**config.mk**
```make
export PLATFORM = sky130hd
export DESIGN_NAME = aes_mode_ctrl
export DESIGN_NICKNAME = d
export VERILOG_FILES = /design/src/rtl/aes_mode_ctrl.sv
export SDC_FILE = /design/constraint.sdc
export NUM_CORES = 2
export LEC_CHECK = 0
export CAP_MARGIN = 20
export CELL_PAD_IN_SITES_DETAIL_PLACEMENT = 0
export CELL_PAD_IN_SITES_GLOBAL_PLACEMENT = 1
export CORE_AREA = 3 3 354 356
export CTS_CLUSTER_SIZE = 40
export DETAILED_ROUTE_END_ITERATION = 8
export DIE_AREA = 0 0 357 359
export PLACE_DENSITY_LB_ADDON = 0.1
export SETUP_SLACK_MARGIN = 0.5
export SLEW_MARGIN = 15
export SYNTH_ARGS = -nofsm -noshare
export SYNTH_HDL_FRONTEND = slang
export SYNTH_SLANG_ARGS = --single-unit
```
**constraint.sdc**
```tcl
create_clock -name clk -period 3.7 [get_ports clk]
set_input_delay 0.74 -clock clk [delete_from_list [all_inputs] [get_ports clk]]
set_output_delay 0.74 -clock clk [all_outputs]
set_load 0.02 [all_outputs]
```
**src/rtl/aes_mode_ctrl.sv**
```systemverilog
// ECB/CBC/CTR chaining controller for the iterative AES-128 core.
// Valid/ready on both sides, one block in flight, sticky completion timeout.
module aes_mode_ctrl #(
    parameter int BLOCK_W  = 128,
    parameter int CTR_W    = 32,
    parameter int MAX_WAIT = 64
) (
    input  logic               clk,
    input  logic               reset_n,
    input  logic               cfg_load,
    input  logic [1:0]         cfg_mode,
    input  logic               cfg_dir,
    input  logic [BLOCK_W-1:0] cfg_key,
    input  logic [BLOCK_W-1:0] cfg_iv,
    input  logic               in_valid,
    output logic               in_ready,
    input  logic [BLOCK_W-1:0] in_data,
    output logic               out_valid,
    input  logic               out_ready,
    output logic [BLOCK_W-1:0] out_data,
    output logic               core_start,
    output logic               core_en_or_de,
    output logic [BLOCK_W-1:0] core_key,
    output logic [BLOCK_W-1:0] core_data,
    input  logic [BLOCK_W-1:0] core_result,
    input  logic               core_done,
    output logic               busy,
    output logic               err_timeout
);

    localparam int TW = $clog2(MAX_WAIT + 1);

    typedef enum logic [1:0] {IDLE, ISSUE, WAIT, HOLD} state_t;

    state_t               state_q, state_d;
    logic [1:0]           mode_q, mode_d;
    logic                 dir_q, dir_d;
    logic [BLOCK_W-1:0]   key_q, key_d;
    logic [BLOCK_W-1:0]   chain_q, chain_d;
    logic [BLOCK_W-1:0]   ctr_q, ctr_d;
    logic [BLOCK_W-1:0]   saved_q, saved_d;
    logic [BLOCK_W-1:0]   cdata_q, cdata_d;
    logic                 cdir_q, cdir_d;
    logic [BLOCK_W-1:0]   odata_q, odata_d;
    logic                 ovalid_q, ovalid_d;
    logic                 err_q, err_d;
    logic [TW-1:0]        tmo_q, tmo_d;

    logic                 is_cbc;
    logic                 is_ctr;
    logic                 in_hs;
    logic [BLOCK_W-1:0]   ctr_inc;

    assign is_cbc = (mode_q == 2'd1);
    assign is_ctr = (mode_q == 2'd2);

    assign in_ready      = (state_q == IDLE) & ~cfg_load & reset_n;
    assign in_hs         = in_valid & in_ready;
    assign core_start    = (state_q == ISSUE);
    assign busy          = (state_q != IDLE);
    assign core_key      = key_q;
    assign core_data     = cdata_q;
    assign core_en_or_de = cdir_q;
    assign out_data      = odata_q;
    assign out_valid     = ovalid_q;
    assign err_timeout   = err_q;

    // Only the low CTR_W bits count; the nonce part above never sees a carry.
    always_comb begin
        ctr_inc = ctr_q;
        ctr_inc[CTR_W-1:0] = ctr_q[CTR_W-1:0] + CTR_W'(1);
    end

    always_comb begin
        state_d  = state_q;
        mode_d   = mode_q;
        dir_d    = dir_q;
        key_d    = key_q;
        chain_d  = chain_q;
        ctr_d    = ctr_q;
        saved_d  = saved_q;
        cdata_d  = cdata_q;
        cdir_d   = cdir_q;
        odata_d  = odata_q;
        ovalid_d = ovalid_q;
        err_d    = err_q;
        tmo_d    = tmo_q;

        unique case (state_q)
            IDLE: begin
                if (cfg_load) begin
                    mode_d  = cfg_mode;
                    dir_d   = cfg_dir;
                    key_d   = cfg_key;
                    chain_d = cfg_iv;
                    ctr_d   = cfg_iv;
                    err_d   = 1'b0;
                end else if (in_hs) begin
                    cdir_d  = dir_q;
                    state_d = ISSUE;
                    if (is_ctr) begin
                        cdata_d = ctr_q;
                        cdir_d  = 1'b1;
                        saved_d = in_data;
                    end else if (is_cbc && dir_q) begin
                        cdata_d = in_data ^ chain_q;
                    end else if (is_cbc) begin
                        cdata_d = in_data;
                        saved_d = in_data;
                    end else begin
                        cdata_d = in_data;
                    end
                end
            end
            ISSUE: begin
                tmo_d   = TW'(1);
                state_d = WAIT;
            end
            WAIT: begin
                if (core_done) begin
                    ovalid_d = 1'b1;
                    odata_d  = core_result;
                    state_d  = HOLD;
                    if (is_ctr) begin
                        odata_d = core_result ^ saved_q;
                        ctr_d   = ctr_inc;
                    end else if (is_cbc && dir_q) begin
                        chain_d = core_result;
                    end else if (is_cbc) begin
                        odata_d = core_result ^ chain_q;
                        chain_d = saved_q;
                    end
                end else if (tmo_q >= TW'(MAX_WAIT - 1)) begin
                    err_d   = 1'b1;
                    state_d = IDLE;
                end else begin
                    tmo_d = tmo_q + TW'(1);
                end
            end
            HOLD: begin
                if (out_ready) begin
                    ovalid_d = 1'b0;
                    state_d  = IDLE;
                end
            end
            default: state_d = IDLE;
        endcase
    end

    always_ff @(posedge clk or negedge reset_n) begin
        if (!reset_n) begin
            state_q  <= IDLE;
            mode_q   <= '0;
            dir_q    <= 1'b0;
            key_q    <= '0;
            chain_q  <= '0;
            ctr_q    <= '0;
            saved_q  <= '0;
            cdata_q  <= '0;
            cdir_q   <= 1'b0;
            odata_q  <= '0;
            ovalid_q <= 1'b0;
            err_q    <= 1'b0;
            tmo_q    <= '0;
        end else begin
            state_q  <= state_d;
            mode_q   <= mode_d;
            dir_q    <= dir_d;
            key_q    <= key_d;
            chain_q  <= chain_d;
            ctr_q    <= ctr_d;
            saved_q  <= saved_d;
            cdata_q  <= cdata_d;
            cdir_q   <= cdir_d;
            odata_q  <= odata_d;
            ovalid_q <= ovalid_d;
            err_q    <= err_d;
            tmo_q    <= tmo_d;
        end
    end

endmodule
```
==> flow_summary.json <==
{
  "start_util_pct": 30.6,
  "placed_area_sq_um": 48100,
  "root_buffer": "clkbuf_16",
  "clkTransAtPathRegs_ns": 0.05,
  "fin_crit_sh_pct": 82.1,
  "min_path_cells": 2,
  "vdd_drop_max_uv": 567,
  "dieWidth_um": 357,
  "grt_pass1_vias": 31700,
  "cp.arrival_ns": 2.30,
  "max_slew_margin_pct": 24.9,
  "cts_tree": "done",
  "hp-start": "core_key[61]",
  "vias": 31500,
  "clk_latency_ns": 0.67,
  "wl_mm": 153,
  "skew_ns": 0.0294,
  "crit_chain": "dlygate4sd3_1, buf_8, nor3b_4, clkdlybuf4s15_2",
  "worst_pin_slew_ns": 1.13,
  "dpl.cell_count": 6350,
  "power_mw": 45.6,
  "cts-htree-levels": 3,
  "tns_ns": 0,
  "synth_seq_cells": 783,
  "drv_slew": 0,
  "cts_setup_buffers": 0,
  "crit_path_end_kind": "primary output",
  "design.die.area_sq_um": 128000,
  "yosysUniqueCellTypes": 63,
  "final_nets": 5353,
  "drive_above_1_share_pct": 7.51,
  "cts_made_buffers": 98,
  "drt-initial-drc-count": 1872,
  "fmax_ghz": 0.329,
  "reg2reg_to": "saved_q[89]",
  "grt_max_degree": 164,
  "setup.worst_path.class": "input pin to primary output",
  "yosys_warnings": 0,
  "clkSinkCount": 783,
  "maxCapViolCount": 0,
  "rows": 128,
  "rsz0062_at_grt": "false",
  "crit_slowest_cell": "dlygate4sd3_1",
  "hpwlAfterDp_mm": 104,
  "utilization_pct": 42.1,
  "gp_congestion": 0.801,
  "grt_pass1_wl_mm": 225,
  "grt.overflow.total": 0,
  "synth_area_sq_um": 37300,
  "p_leak_nw": 22.6,
  "finalSetupViolations": 0,
  "startpoint_type": "input pin",
  "wire_per_inst_um": 23.4,
  "avgSynthCellArea_sq_um": 9.25,
  "clockBufferDepth": 3,
  "drc_errors": 0,
  "hold_class": "flop to flop",
  "fin_crit_ns": 3.04,
  "ant_nets": 0,
  "antenna_found_initial": 44,
  "vias_per_cell": 4.81,
  "drtPass1Iterations": 5,
  "synthCells": 4033,
  "final-hold-violation-count": 0,
  "cp_slowest_stage_delay_ns": 0.57,
  "port_buffers": 910,
  "rr_startpoint": "state_q[0]",
  "grtUsageTotal_pct": 23.4,
  "ys.flop_type": "dfrtp_1",
  "p_per_area_nw_per_um2": 886,
  "dieHeight_um": 359,
  "status": "completed",
  "hold_path_end": "core_key[61]",
  "final_area_sq_um": 51400,
  "synthArstFlopShare_pct": 100,
  "critPathRequiredTime_ns": 2.96,
  "syn_to_final_growth_pct": 37.9,
  "synth_edf_count": 0,
  "core_sq_um": 122000,
  "reg2reg_slack_ns": 0.93,
  "syn-num-nets": 4559,
  "synth-seq-area-share_pct": 52.5,
  "crit_fanout": 7,
  "fin_cells": 6547,
  "reg2regPathDepth": 6,
  "io_pins": 911
}
stage by stage:
step                setup WS [ns]  hold WS, ns
finish                      0.662        0.469
global route                0.561        0.460
CTS                         0.598        0.451
detailed placement          0.461        0.461
global placement            0.489        0.456
floorplan                    1.29        0.444
worst max-delay path by stage:
stage,start,endpoint,slack (ns)
4_1_cts,state_q[0],in_ready,0.60
2_1_floorplan,cfg_load,chain_q[18],1.29
3_5_place_dp,cfg_load,chain_q[60],0.46
3_3_place_gp,cfg_load,in_ready,0.49
6_report,reset_n,in_ready,0.66
5_1_grt,state_q[0],in_ready,0.56
worst max-delay path: cells and delay by family:
family | cells | cell delay (ns)
AND/OR/NAND/NOR | 1 | 0.38
buffers and inverters | 3 | 1.15
state kept, by name, summed over array words and instances, names as in the netlist:
signal,cells
chain_q,128
core_data,128
err_timeout,1
state_q,2
out_valid,1
tmo_q,7
core_en_or_de,1
core_key,128
saved_q,128
ctr_q,128
dir_q,1
out_data,128
mode_q,2
where the power goes:
part | switching (mW) | internal, mW
clock | 3.95 | 5.71
combinational | 11.8 | 8.64
sequential | 2.85 | 12.6
synth_stat cells, types with 5 or more instances:
library cell,number,area (sq um)
mux2i_1,130,1300
a22oi_1,128,961
nand4_1,6,37.5
nor3_1,11,55.1
nor2_1,36,135
nand2_1,1471,5520
a21oi_1,244,1220
clkbuf_1,238,893
dfrtp_1,783,19600
xnor2_1,128,1120
a31oi_1,8,50.1
o22ai_1,6,37.5
buf_6,14,158
buf_1,20,75.1
o22a_1,5,43.8
or3_1,5,31.3
xor2_1,131,1150
buf_2,10,50.1
o21ai_0,399,2000
mux2_4,120,1800
mux2_2,8,90.1
ha_1,5,62.6
and2_1,5,31.3
nand3_1,25,125
a21o_1,12,90.1
inv_1,5,18.8
and3_1,10,62.6
a311oi_1,11,96.3
logic make-up (layout without fill, tap and decap cells):
group / Yosys count / count (layout) / share of synthesized area, %
compound gates: 842 / 842 / 12.7
simple gates: 1598 / 1598 / 16.7
mux: 258 / 258 / 8.56
fa+ha+maj: 5 / 5 / 0.168
flops: 783 / 783 / 52.5
other cells: 0 / 20 / 0
xor+xnor: 259 / 259 / 6.08
buf+inv: 288 / 1157 / 3.22
cell type report:
cell class,instances,area [sq um]
Sequential cell,783,19600
Multi-Input combinational cell,2962,16600
Fill cell,12200,70600
Timing Repair Buffer,977,9950
Clock inverter,28,302
Antenna cell,20,50.0
Tap cell,1625,2030
Inverter,5,18.8
Clock buffer,147,2890
per-layer routing:
layer / part of all wire, % / up-vias / track usage (%)
li1: - / 15000 / -
met1: 42 / 15300 / 29.5
met2: 49 / 875 / 39.4
met3: 6.5 / 219 / 5.94
met4: 2.9 / 20 / 7.04
met5: 0.093 / - / 0
placed cells by master, fill, tap and decap left out, drive strengths merged, types with 6 or more instances in the layout:
| master | n |
|---|---|
| clkinv | 19 |
| and3 | 10 |
| clkbuf | 147 |
| xnor2 | 128 |
| nand3 | 25 |
| diode | 20 |
| nor3 | 12 |
| dfrtp | 783 |
| o21ai | 399 |
| o22ai | 6 |
| buf | 67 |
| a22oi | 128 |
| nor2 | 36 |
| nand2 | 1472 |
| mux2 | 128 |
| clkdlybuf4s50 | 907 |
| mux2i | 130 |
| xor2 | 131 |
| a311oi | 11 |
| a21oi | 244 |
| or3 | 6 |
| nand4 | 6 |
| a31oi | 8 |
| a21o | 12 |
timing repair:
action	in CTS	in global routing
endpoints found under the hold margin	1	0
resized for setup	5	0
setup endpoints to repair	2	0
hold buffers	1	0
Power figures use the tool's default switching activity.
